## src/rtl/arm_pkg.sv

```systemverilog
// Shared types for the ARM core pipeline control: sequencer states and architectural register ids.
package arm_pkg;

    typedef enum logic [1:0] {
        RUN      = 2'd0,
        MEM_WAIT = 2'd1,
        FLUSH    = 2'd2
    } state_e;

    localparam logic [3:0] REG_PC = 4'd15;

endpackage

```

## src/rtl/pipeline_hazard_ctrl_hazard_detect.sv

```systemverilog
// Read-after-write hazard check between the ID operands and the EXE/MEM destinations.
module hazard_detect (
    input  logic [3:0] src1,
    input  logic [3:0] src2,
    input  logic       id_uses_src1,
    input  logic       two_src,
    input  logic       fwd_en,
    input  logic       exe_wb_en,
    input  logic [3:0] exe_dest,
    input  logic       exe_mem_r_en,
    input  logic       mem_wb_en,
    input  logic [3:0] mem_dest,
    output logic       hz
);

    logic [3:0] src [2];
    logic [1:0] src_used;
    logic [1:0] src_match;

    assign src[0]   = src1;
    assign src[1]   = src2;
    assign src_used = {two_src, id_uses_src1};

    // With forwarding only a load in EXE cannot be bypassed; without it any pending write stalls.
    generate
        for (genvar gi = 0; gi < 2; gi++) begin : g_src
            logic exe_hit;
            logic mem_hit;
            assign exe_hit = exe_wb_en & (exe_dest == src[gi]) & (~fwd_en | exe_mem_r_en);
            assign mem_hit = mem_wb_en & (mem_dest == src[gi]) & ~fwd_en;
            assign src_match[gi] = src_used[gi] & (exe_hit | mem_hit);
        end
    endgenerate

    assign hz = |src_match;

endmodule

```

## src/rtl/pipeline_hazard_ctrl.sv

```systemverilog
// Pipeline freeze/flush sequencer: RAW stalls, taken-branch flushes, SRAM wait states,
// plus saturating stall/flush counters and a sticky memory-timeout flag.
module pipeline_hazard_ctrl
    import arm_pkg::*;
#(
    parameter int FLUSH_CYCLES = 1,
    parameter int MEM_TIMEOUT  = 255,
    parameter int CNT_W        = 16
) (
    input  logic             clk,
    input  logic             rst,
    input  logic [3:0]       src1,
    input  logic [3:0]       src2,
    input  logic             two_src,
    input  logic             id_uses_src1,
    input  logic             exe_wb_en,
    input  logic [3:0]       exe_dest,
    input  logic             exe_mem_r_en,
    input  logic             mem_wb_en,
    input  logic [3:0]       mem_dest,
    input  logic             fwd_en,
    input  logic             branch_taken,
    input  logic             mem_req,
    input  logic             mem_ready,
    output logic             if_freeze,
    output logic             id_freeze,
    output logic             id_flush,
    output logic             if_flush,
    output logic             exe_freeze,
    output logic [CNT_W-1:0] stall_cnt,
    output logic [CNT_W-1:0] flush_cnt,
    output logic             mem_timeout
);

    localparam logic [2:0] FLUSH_INIT  = 3'(FLUSH_CYCLES - 1);
    localparam logic [7:0] TIMEOUT_LIM = 8'(MEM_TIMEOUT);

    state_e           state_q, state_d;
    logic [2:0]       flush_ctr_q, flush_ctr_d;
    logic [7:0]       wait_ctr_q, wait_ctr_d;
    logic             branch_pend_q, branch_pend_d;
    logic             mem_timeout_q, mem_timeout_d;
    logic [CNT_W-1:0] stall_cnt_q, stall_cnt_d;
    logic [CNT_W-1:0] flush_cnt_q, flush_cnt_d;
    logic             hz;
    logic             mem_stall;

    assign mem_stall = mem_req & ~mem_ready;

    hazard_detect u_hazard_detect (
        .src1         (src1),
        .src2         (src2),
        .id_uses_src1 (id_uses_src1),
        .two_src      (two_src),
        .fwd_en       (fwd_en),
        .exe_wb_en    (exe_wb_en),
        .exe_dest     (exe_dest),
        .exe_mem_r_en (exe_mem_r_en),
        .mem_wb_en    (mem_wb_en),
        .mem_dest     (mem_dest),
        .hz           (hz)
    );

    always_comb begin
        if_freeze     = 1'b0;
        id_freeze     = 1'b0;
        id_flush      = 1'b0;
        if_flush      = 1'b0;
        exe_freeze    = 1'b0;
        state_d       = state_q;
        flush_ctr_d   = flush_ctr_q;
        wait_ctr_d    = wait_ctr_q;
        branch_pend_d = branch_pend_q;
        mem_timeout_d = mem_timeout_q;

        case (state_q)
            RUN: begin
                // A stalled SRAM access outranks a branch; the branch is remembered for later.
                if (mem_stall) begin
                    {if_freeze, id_freeze, exe_freeze} = 3'b111;
                    state_d       = MEM_WAIT;
                    branch_pend_d = branch_taken;
                end else if (branch_taken) begin
                    {if_flush, id_flush} = 2'b11;
                    state_d     = FLUSH;
                    flush_ctr_d = FLUSH_INIT;
                end else if (hz) begin
                    if_freeze = 1'b1;
                    id_flush  = 1'b1;
                end
            end
            MEM_WAIT: begin
                if (branch_taken)
                    branch_pend_d = 1'b1;
                if (mem_ready) begin
                    wait_ctr_d = 8'd0;
                    if (branch_pend_q | branch_taken) begin
                        state_d       = FLUSH;
                        flush_ctr_d   = FLUSH_INIT;
                        branch_pend_d = 1'b0;
                    end else begin
                        state_d = RUN;
                    end
                end else begin
                    {if_freeze, id_freeze, exe_freeze} = 3'b111;
                    wait_ctr_d = (wait_ctr_q == TIMEOUT_LIM) ? TIMEOUT_LIM : wait_ctr_q + 8'd1;
                    if (wait_ctr_d == TIMEOUT_LIM)
                        mem_timeout_d = 1'b1;
                end
            end
            FLUSH: begin
                // A branch cannot resolve here: the instruction in EXE is itself a flushed bubble.
                if (mem_stall) begin
                    {if_freeze, id_freeze, exe_freeze} = 3'b111;
                    state_d       = MEM_WAIT;
                    branch_pend_d = 1'b1;
                end else begin
                    {if_flush, id_flush} = 2'b11;
                    if (flush_ctr_q == 3'd0)
                        state_d = RUN;
                    else
                        flush_ctr_d = flush_ctr_q - 3'd1;
                end
            end
            default: state_d = RUN;
        endcase

        if (!rst) begin
            if_freeze  = 1'b0;
            id_freeze  = 1'b0;
            id_flush   = 1'b0;
            if_flush   = 1'b0;
            exe_freeze = 1'b0;
        end

        stall_cnt_d = stall_cnt_q;
        if (if_freeze && (stall_cnt_q != {CNT_W{1'b1}}))
            stall_cnt_d = stall_cnt_q + 1'b1;

        flush_cnt_d = flush_cnt_q;
        if ((state_d == FLUSH) && (state_q != FLUSH) && (flush_cnt_q != {CNT_W{1'b1}}))
            flush_cnt_d = flush_cnt_q + 1'b1;
    end

    always_ff @(posedge clk) begin
        if (!rst) begin
            state_q       <= RUN;
            flush_ctr_q   <= 3'd0;
            wait_ctr_q    <= 8'd0;
            branch_pend_q <= 1'b0;
            mem_timeout_q <= 1'b0;
            stall_cnt_q   <= '0;
            flush_cnt_q   <= '0;
        end else begin
            state_q       <= state_d;
            flush_ctr_q   <= flush_ctr_d;
            wait_ctr_q    <= wait_ctr_d;
            branch_pend_q <= branch_pend_d;
            mem_timeout_q <= mem_timeout_d;
            stall_cnt_q   <= stall_cnt_d;
            flush_cnt_q   <= flush_cnt_d;
        end
    end

    assign stall_cnt   = stall_cnt_q;
    assign flush_cnt   = flush_cnt_q;
    assign mem_timeout = mem_timeout_q;

endmodule
```

## config.mk

```make
export PLATFORM = sky130hd
export DESIGN_NAME = pipeline_hazard_ctrl
export DESIGN_NICKNAME = d
export VERILOG_FILES = /design/src/rtl/arm_pkg.sv /design/src/rtl/pipeline_hazard_ctrl_hazard_detect.sv /design/src/rtl/pipeline_hazard_ctrl.sv
export SDC_FILE = /design/constraint.sdc
export NUM_CORES = 1
export LEC_CHECK = 0
export ABC_CLOCK_PERIOD_IN_PS = 3100
export CAP_MARGIN = 25
export CORE_MARGIN = 8
export CORE_UTILIZATION = 50
export DETAILED_ROUTE_END_ITERATION = 16
export PLACE_DENSITY = 0.86
export SKIP_CTS_REPAIR_TIMING = 1
export SYNTH_ARGS = -nofsm -noshare
export SYNTH_HDL_FRONTEND = slang
export SYNTH_HIERARCHICAL = 1
export SYNTH_SLANG_ARGS = --single-unit
```

## constraint.sdc

```tcl
create_clock -name clk -period 3.1 [get_ports clk]
set_input_delay 0.775 -clock clk [delete_from_list [all_inputs] [get_ports clk]]
set_output_delay 0.775 -clock clk [all_outputs]
set_load 0.02 [all_outputs]
```

==> summary.txt, run 1 <==
Finish
  • Final Net Count: around 470
  • Layout cells sized above 1: around 15%
  • N_diodes: 0
  • Final Non-Filler Cells: 503
  • Area delta synth->final: 38.9%

Synthesis
  • Synth Register Bits: 47
  • Sequential-to-total area share from yosys stat: between 30% and 40%
  • Yosys warns: 6
  • Ys async rst share: 0%
  • Cell Area, Synth: roughly 0.0028 mm^2
  • Synthesized area per cell: a little over 8 um^2
  • EDFF count, synth: 0
  • Synth Instances: approximately 340
  • Mapped Nets: 380
  • Top_reg_cell synth: dfxtp_1
  • Synth cell types: 51

CTS
  • Clock tree buffer depth: 2
  • CTS buffer count: 5
  • Root Driver: clkbuf_8
  • H-tree depth: 2
  • Clk_lat worst skew: approximately 0.3 ns
  • CTS tree: done
  • Clk slew on worst S/H paths: 0.09 ns
  • Clock sink total: 47

Min path
  • Worst hold path type: flip-flop to flip-flop
  • Hold Path Depth: 2

Floorplanning
  • Row cnt: 27
  • Die width: between 90 and 100 um
  • Core Area: approximately 0.0054 mm^2
  • Die height: between 90 and 100 um
  • Num ports: 65
  • Initial core utilization: between 50 and 60%
  • Die area: 0.00817 mm^2

Place
  • Post-DP HPWL: around 5.3 mm
  • Routability cong.: around 0.88
  • Placed Cells: slightly below 500
  • IO buf count: 64

Worst setup path
  • Crit-path max FO: 2
  • Reg2reg path depth: 11
  • Critical Path End Type: output port
  • Worst EP required: 2.32 ns
  • Worst Path Arrival: 2.40 ns
  • Worst setup SP type: input port
  • Critical path start-end classification: input port to output port

STA
  • Slew @ Worst Pin: between 0.4 and 0.5 ns
  • Slew Viols, Final: 0
  • Tcrit/Tclk final: 102%
  • Slew margin rel.: about 70%
  • Worst clock skew: approximately 0.0077 ns
  • Final Hold Vio Count: 0
  • Fmax achieved: around 0.32 GHz
  • Setup Viol. Count Final: 2
  • Minimum clock period: about 3.2 ns
  • Worst setup margin: -0.0703 ns
  • RSZ-0062 raised after global routing: yes

Status
  • Status: finished with violations
  • Failing checks: setup timing

Detailed routing
  • Final wirelength: 7.13 mm
  • Drt pass-1 iters: 4
  • Avg WL per Cell: 14.2 um
  • Iter 0 DRT Violations: about 110
  • Post-DR vias/cell: 5.59
  • Routed vias: between 2000 and 3000
  • Routed Antenna Nets: 0
  • DRC Markers: 0

Global route
  • Largest net degree at the start of global routing: 30
  • First-pass GRT wire length: roughly 12 mm
  • Grt total ovfl: 0
  • Antenna violations before repair: 0
  • Number of global-route vias before repair: roughly 2700
  • All-Layer GR Usage: 16.4%

Power and ir drop
  • Leak pwr: roughly 1.5 nW
  • Pwr dens: around 350 mW/mm^2
  • Peak supply drop: around 0.00035 V
  • Overall Power: 1.36 mW

Flow run
  • Maxcap violations: 0
layout by cell type (no fill, tap or decap), types with 2 or more instances in the layout:
master / count
dfxtp_1: 47
clkdlybuf4s50_1: 42
a21oi_1: 34
nor2_1: 31
buf_4: 29
nand2_1: 25
xor2_1: 19
dlymetal6s2s_1: 19
o21ai_0: 17
nand4_1: 17
nand3_1: 16
inv_1: 10
or3_1: 9
xnor2_1: 9
ha_1: 9
and3_1: 6
nor3_1: 6
nand2b_1: 5
nor2b_1: 5
o31ai_1: 5
or4_1: 5
clkbuf_8: 5
and2_1: 4
mux2i_1: 4
or2_2: 3
nand3b_1: 3
or3_2: 3
a211oi_1: 3
a41oi_1: 3
nor4_1: 2
a211o_1: 2
nor4_2: 2
a31oi_1: 2
nand3_2: 2
nor3_2: 2
area by class of cell:
class / instances / area, um^2
Inverter: 11 / 41.3
Timing Repair Buffer: 93 / 912
Fill cell: 415 / 1600
Clock inverter: 3 / 46.3
Tap cell: 72 / 90.1
Sequential cell: 47 / 941
Clock buffer: 5 / 68.8
Multi-Input combinational cell: 272 / 1740
power breakdown:
part | switching [mW] | total, mW | internal (mW)
sequential | 0.0125 | 0.627 | 0.614
clock | 0.217 | 0.460 | 0.243
combinational | 0.144 | 0.276 | 0.132
synth_stat cells (2+ instances only):
cell | count | area, um^2
a31oi_1 | 2 | 12.5
nand3_1 | 17 | 85.1
clkbuf_1 | 5 | 18.8
a41oi_1 | 3 | 26.3
or2_2 | 3 | 18.8
nor2_1 | 31 | 116
xor2_1 | 19 | 166
a21oi_1 | 35 | 175
ha_1 | 9 | 113
nand2_1 | 25 | 93.8
buf_4 | 3 | 22.5
nand3b_1 | 3 | 22.5
xnor2_1 | 9 | 78.8
dfxtp_1 | 47 | 941
and3_1 | 6 | 37.5
nor4_1 | 3 | 18.8
nor2b_1 | 6 | 37.5
nor3_1 | 8 | 40.0
mux2i_1 | 4 | 40.0
a211oi_1 | 3 | 22.5
nand4_1 | 17 | 106
or4_1 | 6 | 45.0
or3_2 | 3 | 22.5
a211o_1 | 2 | 17.5
buf_2 | 4 | 20.0
inv_1 | 10 | 37.5
nand2b_1 | 6 | 37.5
o31ai_1 | 5 | 37.5
or3_1 | 9 | 56.3
o21ai_0 | 17 | 85.1
and2_1 | 4 | 25.0
path summary, 6_finish.rpt:
| path | startpoint | end | slack (ns) |
|---|---|---|---|
| setup reg to reg | state_q[1] | flush_cnt[8] | 0.54 |
| hold reg to reg | flush_ctr_q[1] | flush_ctr_q[1] | 0.47 |
| hold / removal | flush_ctr_q[1] | flush_ctr_q[1] | 0.47 |
| setup / recovery | mem_dest[1] | if_freeze | -0.07 |
cell families after synthesis:
| family | Yosys count | synth area share, % |
|---|---|---|
| flip-flops | 47 | 34.0 |
| AO/OA/AOI/OAI | 77 | 16.8 |
| AND/OR/NAND/NOR | 154 | 30.2 |
| adder cells (fa/ha/maj) | 9 | 4.07 |
| XOR/XNOR | 28 | 8.86 |
| buffers and inverters | 25 | 4.57 |
| multiplexers | 4 | 1.45 |
per-stage QoR:
step                      setup slack [ns]  util [%]  cell area [um^2]  TNS [ns]  hold WS, ns
final                              -0.0703      70.7              3840   -0.0803        0.466
after global routing                -0.175      70.7              3840    -0.263        0.494
after CTS                           -0.703      68.9              3750     -1.67        0.468
after detailed placement            -0.683      66.8              3630     -2.76        0.456
after global placement              -0.668      66.8              3630     -2.12        0.440
after floorplan                      0.222         -              2770         0        0.432
layer usage:
| metal | up-vias | wire (um) | track usage [%] |
|---|---|---|---|
| met5 | - | 0 | 0 |
| met4 | 0 | 72 | 4.30 |
| met3 | 6 | 443 | 5.40 |
| met2 | 76 | 3450 | 28.3 |
| met1 | 1315 | 3150 | 18.9 |
| li1 | 1414 | - | - |
sequential cells by signal, summed over array words and instances (netlist names):
signal,cells
branch_pend_q,1
flush_cnt,16
flush_ctr_q,3
mem_timeout,1
stall_cnt,16
state_q,2
wait_ctr_q,8
critical path, cell delays in order:
cell	delay (ns)
clkdlybuf4s50_1	0.51
xor2_1	0.22
nor3_2	0.08
nand4_1	0.11
nand4_1	0.15
a221oi_2	0.28
nor2_1	0.10
buf_4	0.17
(Power assumes the default switching activity.)
==> inputs of run 2 (changes only) <==
--- a/config.mk
+++ b/config.mk
@@ -5,12 +5,12 @@
 export SDC_FILE = /design/constraint.sdc
 export NUM_CORES = 1
 export LEC_CHECK = 0
-export ABC_CLOCK_PERIOD_IN_PS = 3100
+export ABC_CLOCK_PERIOD_IN_PS = 3800
 export CAP_MARGIN = 25
 export CORE_MARGIN = 8
-export CORE_UTILIZATION = 50
+export CORE_UTILIZATION = 54
 export DETAILED_ROUTE_END_ITERATION = 16
-export PLACE_DENSITY = 0.86
+export PLACE_DENSITY = 0.92
 export SKIP_CTS_REPAIR_TIMING = 1
 export SYNTH_ARGS = -nofsm -noshare
 export SYNTH_HDL_FRONTEND = slang
==> constraint.sdc (replaced) <==
create_clock -name clk -period 3.8 [get_ports clk]
set_input_delay 0.95 -clock clk [delete_from_list [all_inputs] [get_ports clk]]
set_output_delay 0.95 -clock clk [all_outputs]
set_load 0.02 [all_outputs]
==> run 2 against run 1 <==
The flow now finishes without violations. Worst hold slack got worse by 0.0044 ns. Global-route usage rose by 2.9 points. Sequential power down 18%. Die area is 6.1% lower. Via count fell by 1.0%. Cell area fell by 4.9%. Clock power shrank 16%. Total power down 19%. Cell count decreased by 2.8%. Largest power group unchanged. First-iteration DRC count rose by 20%. Register-to-register slack improved by 0.69 ns.
==> summary.txt, run 2 (same netlist as run 1, synthesis figures left out) <==
Status
  • Status: complete, no violations (was finished with violations)

STA
  • Worst clock skew: 0.00906 ns (was 0.00775 ns)
  • Fmax achieved: roughly 0.27 GHz
  • RSZ-0062 raised after global routing: yes (unchanged)
  • Final Hold Vio Count: 0 (unchanged)
  • Minimum clock period: approximately 3.7 ns
  • WHS: 0.462 ns (was 0.466 ns)
  • Worst setup margin: 0.0754 ns (was -0.0703 ns)
  • Tcrit/Tclk final: 98.0%
  • Slew margin rel.: 65.7% (was 69.6%)
  • Slew @ Worst Pin: 0.510 ns (was 0.453 ns)
  • Slew Viols, Final: 0 (unchanged)
  • Setup Viol. Count Final: 0 (was 2)

Detailed routing
  • DRC Markers: 0 (unchanged)
  • Final wirelength: 7.30 mm (was 7.13 mm)
  • Avg WL per Cell: 14.9 um (was 14.2 um)
  • Drt pass-1 iters: 4 (unchanged)
  • Routed Antenna Nets: 0 (unchanged)
  • Post-DR vias/cell: 5.69 (was 5.59)
  • Iter 0 DRT Violations: 128 (was 107)
  • Routed vias: 2783 (was 2811)

Finish
  • Area delta synth->final: 32.2% (was 38.9%)
  • Commonest non-fill, non-tap cells in the layout: clkdlybuf4s50_1 (62), dfxtp_1 (47), a21oi_1 (35) (was dfxtp_1 (47), clkdlybuf4s50_1 (42), a21oi_1 (34))
  • N_diodes: 0 (unchanged)
  • Final Net Count: 454 (was 466)
  • Layout cells sized above 1: 9.79% (was 14.6%)
  • # fillers: 400 (was 415)
  • Commonest non-fill, non-tap cell in the layout: clkdlybuf4s50_1 (was dfxtp_1)

Place
  • IO buf count: 64 (unchanged)
  • Post-DP HPWL: 5.41 mm (was 5.31 mm)
  • Routability cong.: 0.908 (was 0.885)
  • Pre-CTS WS: -0.370 ns (was -0.683 ns)

Worst setup path
  • Worst setup SP type: input port (unchanged)
  • Critical Path End Type: output port (unchanged)
  • Critical path start-end classification: input port to output port (unchanged)
  • Crit-path max FO: 2 (unchanged)
  • Worst Path Arrival: 2.77 ns (was 2.40 ns)
  • Worst EP required: 2.85 ns (was 2.32 ns)

CTS
  • Clk_lat worst skew: 0.31 ns (was 0.30 ns)
  • CTS tree: done (unchanged)
  • Clk slew on worst S/H paths: 0.09 ns (about the same)
  • Root Driver: clkbuf_8 (unchanged)
  • Clock sink total: 47 (unchanged)
  • Clock tree buffer depth: 2 (unchanged)
  • CTS buffer count: 5 (unchanged)
  • H-tree depth: 2 (unchanged)

Floorplanning
  • Num ports: 65 (unchanged)
  • Die width: 87.6 um (was 90.4 um)
  • Core Area: 0.00501 mm^2 (was 0.00544 mm^2)
  • Row cnt: 26 (was 27)
  • Die area: 0.00767 mm^2 (was 0.00817 mm^2)
  • Die height: 87.6 um (was 90.4 um)
  • Initial core utilization: 55.2% (was 50.9%)

Min path
  • Worst hold path type: flip-flop to flip-flop (unchanged)

Global route
  • Largest net degree at the start of global routing: 30 (unchanged)
  • Antenna violations before repair: 0 (unchanged)
  • Number of global-route vias before repair: 2767 (was 2651)
  • Grt total ovfl: 0 (unchanged)
  • First-pass GRT wire length: 12.2 mm (was 11.6 mm)
  • All-Layer GR Usage: 19.3% (was 16.4%)

Power and ir drop
  • Peak supply drop: 0.000252 V (was 0.000351 V)
  • Pwr dens: 302 mW/mm^2 (was 355 mW/mm^2)
  • Overall Power: 1.10 mW (was 1.36 mW)
  • Leak pwr: 1.25 nW (was 1.52 nW)

Flow run
  • Maxcap violations: 0 (unchanged)
==> run 2: cell count changes in the layout (fill, tap and decap cells not counted), moves of 2 or more <==
cell and change:
clkdlybuf4s50_1 +20, dlymetal6s2s_1 -19, buf_4 -12, nor3_1 +2
nor3_2 -2
==> run 2: layer usage <==
layer / up-vias / part of all wire (%) / track usage, %
li1: 1387 / - / -
met1: 1291 / 41 / 21.2
met2: 89 / 51 / 35.5
met3: 16 / 6.2 / 4.50
met4: 0 / 1.6 / 6.25
met5: - / 0 / 0
==> run 2: area by class of cell <==
type,instances,area [um^2],share of cell area (%)
Clock inverter,3,46.3,1.27
Multi-Input combinational cell,272,1700,46.5
Sequential cell,47,941,25.7
Clock buffer,5,68.8,1.88
Timing Repair Buffer,81,773,21.1
Inverter,11,41.3,1.13
Tap cell,70,87.6,2.39
==> run 2: worst paths after layout <==
kind                            slack [ns]      startpoint  cells past startpoint              to
worst max-delay path                  0.08     exe_dest[3]                      8       if_freeze
worst min-delay path                  0.46  flush_ctr_q[1]                      2  flush_ctr_q[1]
worst max register to register        1.23      state_q[0]                      8   flush_cnt[13]
worst min register to register        0.46  flush_ctr_q[1]                      2  flush_ctr_q[1]
==> run 2: through the flow <==
stage	cell area, um^2	cells	utilization (%)	setup TNS [ns]
2_1_floorplan	2770	344	-	0
3_3_place_gp	3540	480	70.7	-0.604
3_5_place_dp	3540	480	70.7	-0.712
4_1_cts	3660	488	73.0	-0.758
5_1_grt	3660	489	73.0	-0.0327
6_report	3660	489	73.0	0
==> run 2: where the power goes <==
group,switching [mW],internal (mW)
logic,0.110,0.0966
clock network,0.187,0.198
registers,0.0110,0.501
total,0.308,0.796
==> run 2: worst max-delay path, stage by stage <==
cell	delay, ns
clkdlybuf4s50_1	0.49
xnor2_1	0.13
nand3_1	0.10
or4_1	0.52
nand4_1	0.12
a221oi_1	0.11
nor2_1	0.18
buf_4	0.17
==> inputs of run 3 (changes only) <==
--- a/config.mk
+++ b/config.mk
@@ -5,10 +5,11 @@
 export SDC_FILE = /design/constraint.sdc
 export NUM_CORES = 1
 export LEC_CHECK = 0
+export ABC_AREA = 1
 export ABC_CLOCK_PERIOD_IN_PS = 3800
 export CAP_MARGIN = 25
 export CORE_MARGIN = 8
-export CORE_UTILIZATION = 54
+export CORE_UTILIZATION = 56
 export DETAILED_ROUTE_END_ITERATION = 16
 export PLACE_DENSITY = 0.92
 export SKIP_CTS_REPAIR_TIMING = 1
@@ -16,3 +17,4 @@
 export SYNTH_HDL_FRONTEND = slang
 export SYNTH_HIERARCHICAL = 1
 export SYNTH_SLANG_ARGS = --single-unit
+export TNS_END_PERCENT = 30
==> run 3 against run 2 <==
Clock-buffer cell count unchanged. Total power down 3.1%. Cell count up 39%. Sequential power up 2%. Critical path depth unchanged. Setup slack better by 0.12 ns. Register-to-register slack better by 0.47 ns. Synthesized cell count up 56%. Synthesized area up 18%. First-iteration DRC count up 45%. Critical endpoint is now exe_freeze.
==> summary.txt, run 3 <==
Min path
  • Worst hold path type: flip-flop to flip-flop (unchanged)

Synthesis
  • Synth area leaders: dfxtp_1 (29%), nand2_1 (21%), inv_1 (7.3%) (was dfxtp_1 (34%), a21oi_1 (6.3%), xor2_1 (6.0%))
  • Synth cell types: 32 (was 51)
  • Synthesized area per cell: 6.09 um^2 (was 8.04 um^2)
  • Yosys warns: 6 (unchanged)
  • Top cells by count, synth: nand2_1 (186), inv_1 (64), nor2_1 (62) (was dfxtp_1 (47), a21oi_1 (35), nor2_1 (31))
  • Top_reg_cell synth: dfxtp_1 (unchanged)
  • Yosys top cell by area: dfxtp_1 (unchanged)
  • Synth Register Bits: 47 (unchanged)
  • Sequential-to-total area share from yosys stat: 28.7% (was 34.0%)
  • Share of the synthesized area in the top cell type: 28.7% (was 34.0%)
  • Mapped Nets: 574 (was 380)
  • Synth Instances: 538 (was 344)
  • Cell Area, Synth: 0.00327 mm^2 (was 0.00277 mm^2)
  • Ys async rst share: 0% (unchanged)
  • Most frequent cell after synthesis: nand2_1 (was dfxtp_1)
  • EDFF count, synth: 0 (unchanged)

CTS
  • Clk_lat worst skew: 0.29 ns (was 0.31 ns)
  • CTS buffer count: 5 (unchanged)
  • Clock tree buffer depth: 2 (unchanged)
  • Clock sink total: 47 (unchanged)
  • CTS tree: done (unchanged)
  • Clk slew on worst S/H paths: 0.08 ns (was 0.09 ns)
  • Root Driver: clkbuf_8 (unchanged)
  • H-tree depth: 2 (unchanged)

Global route
  • All-Layer GR Usage: 19.2% (was 19.3%)
  • Largest net degree at the start of global routing: 40 (was 30)
  • Antenna violations before repair: 0 (unchanged)
  • Grt total ovfl: 0 (unchanged)
  • Number of global-route vias before repair: 3340 (was 2767)
  • First-pass GRT wire length: 14.1 mm (was 12.2 mm)

Place
  • IO buf count: 64 (unchanged)
  • Placed Cells: 671 (was 480)
  • Routability cong.: 0.894 (was 0.908)
  • Post-DP HPWL: 6.29 mm (was 5.41 mm)

Worst setup path
  • Crit-path max FO: 2 (unchanged)
  • Critical path start-end classification: input port to output port (unchanged)
  • Worst setup SP type: input port (unchanged)
  • Worst EP required: 2.85 ns (about the same)
  • Critical Path End Type: output port (unchanged)
  • Worst Path Arrival: 2.65 ns (was 2.77 ns)

STA
  • Worst clock skew: 0.00660 ns (was 0.00906 ns)
  • Slew margin rel.: 71.5% (was 65.7%)
  • RSZ-0062 raised after global routing: no (was yes)
  • Slew Viols, Final: 0 (unchanged)
  • Setup Total Neg Slack: 0 ns (unchanged)
  • Setup Viol. Count Final: 0 (unchanged)
  • Tcrit/Tclk final: 94.8% (was 98.0%)
  • Fmax achieved: 0.278 GHz (was 0.268 GHz)
  • Final Hold Vio Count: 0 (unchanged)
  • Minimum clock period: 3.60 ns (was 3.72 ns)
  • Slew @ Worst Pin: 0.427 ns (was 0.510 ns)

Detailed routing
  • Drt pass-1 iters: 4 (unchanged)
  • Iter 0 DRT Violations: 185 (was 128)
  • Routed vias: 3547 (was 2783)
  • Post-DR vias/cell: 5.23 (was 5.69)
  • Avg WL per Cell: 12.1 um (was 14.9 um)
  • Final wirelength: 8.17 mm (was 7.30 mm)
  • Routed Antenna Nets: 0 (unchanged)
  • DRC Markers: 0 (unchanged)

Floorplanning
  • Row cnt: 28 (was 26)
  • Initial core utilization: 56.6% (was 55.2%)
  • Die area: 0.00855 mm^2 (was 0.00767 mm^2)
  • Die width: 92.5 um (was 87.6 um)
  • Num ports: 65 (unchanged)
  • Core Area: 0.00578 mm^2 (was 0.00501 mm^2)
  • Die height: 92.5 um (was 87.6 um)

Finish
  • N_diodes: 0 (unchanged)
  • Final Net Count: 639 (was 454)
  • Layout cells sized above 1: 4.98% (was 9.79%)
  • Final Non-Filler Cells: 678 (was 489)
  • Area delta synth->final: 23.8% (was 32.2%)
  • Layout Utilization: 70.1% (was 73.0%)
  • Commonest non-fill, non-tap cell in the layout: nand2_1 (was clkdlybuf4s50_1)
  • Commonest non-fill, non-tap cells in the layout: nand2_1 (186), inv_1 (64), nor2_1 (62), clkdlybuf4s50_1 (62), dfxtp_1 (47) (was clkdlybuf4s50_1 (62), dfxtp_1 (47), a21oi_1 (35))

Power and ir drop
  • Leak pwr: 1.67 nW (was 1.25 nW)
  • Pwr dens: 264 mW/mm^2 (was 302 mW/mm^2)
  • Overall Power: 1.07 mW (was 1.10 mW)
  • Peak supply drop: 0.000161 V (was 0.000252 V)

Status
  • Status: complete, no violations (unchanged)

Flow run
  • Maxcap violations: 0 (unchanged)
==> run 3: cell count changes after synthesis, sizes merged, moves of 8 or more <==
cell / previous run / this run
nand2: 26 / 189
inv: 10 / 67
nor2: 32 / 69
nand3: 18 / 45
or3: 12 / 0
a21oi: 35 / 44
nand4: 18 / 10
==> run 3: through the flow <==
stage | hold WS, ns | worst slack [ns] | cell area [um^2]
global route | 0.489 | 0.0593 | 4050
finish | 0.451 | 0.198 | 4050
CTS | 0.456 | -0.104 | 4050
global placement | 0.443 | -0.0491 | 3970
floorplan | 0.440 | 1.03 | 3270
detailed placement | 0.444 | -0.0908 | 3970
==> run 3: area by class of cell <==
class | instances | area, um^2
inverter | 68 | 258
sequential | 47 | 941
multi-input combinational | 413 | 2000
clock inverter | 2 | 13.8
tap | 75 | 93.8
fill | 522 | 1730
clock buffer | 5 | 68.8
timing repair buffer | 68 | 676
==> run 3: report_power, final <==
part / internal (mW) / switching, mW
clock: 0.126 / 0.163
combinational: 0.100 / 0.156
sequential: 0.508 / 0.0155
==> run 3: logic make-up after synthesis <==
family / share of synthesized area (%)
compound gates: 9.74
xor+xnor: 6.15
fa+ha+maj: 3.44
buf+inv: 10.1
flops: 28.7
simple gates: 41.8
==> run 3: worst paths after layout <==
| kind | startpoint | end | slack, ns | cells past startpoint |
|---|---|---|---|---|
| max | mem_req | exe_freeze | 0.20 | 8 |
| max reg2reg | state_q[0] | stall_cnt[13] | 1.70 | 12 |
| min reg2reg | mem_timeout | mem_timeout | 0.45 | 2 |
| min | mem_timeout | mem_timeout | 0.45 | 2 |
==> run 3: layer usage <==
metal	track usage [%]	share of wire, %	wire length [um]
met1	21.8	42	3450
met2	34.4	51	4140
met3	5.02	6.0	490
met4	5.91	1.1	92
met5	0	0	0
==> run 3: worst max-delay path, cell delays in order <==
cell	delay, ns
clkdlybuf4s50_1	0.52
inv_1	0.06
nor2_2	0.11
nand2_1	0.08
nand2_1	0.11
inv_1	0.05
nor2_1	0.14
clkdlybuf4s50_1	0.63
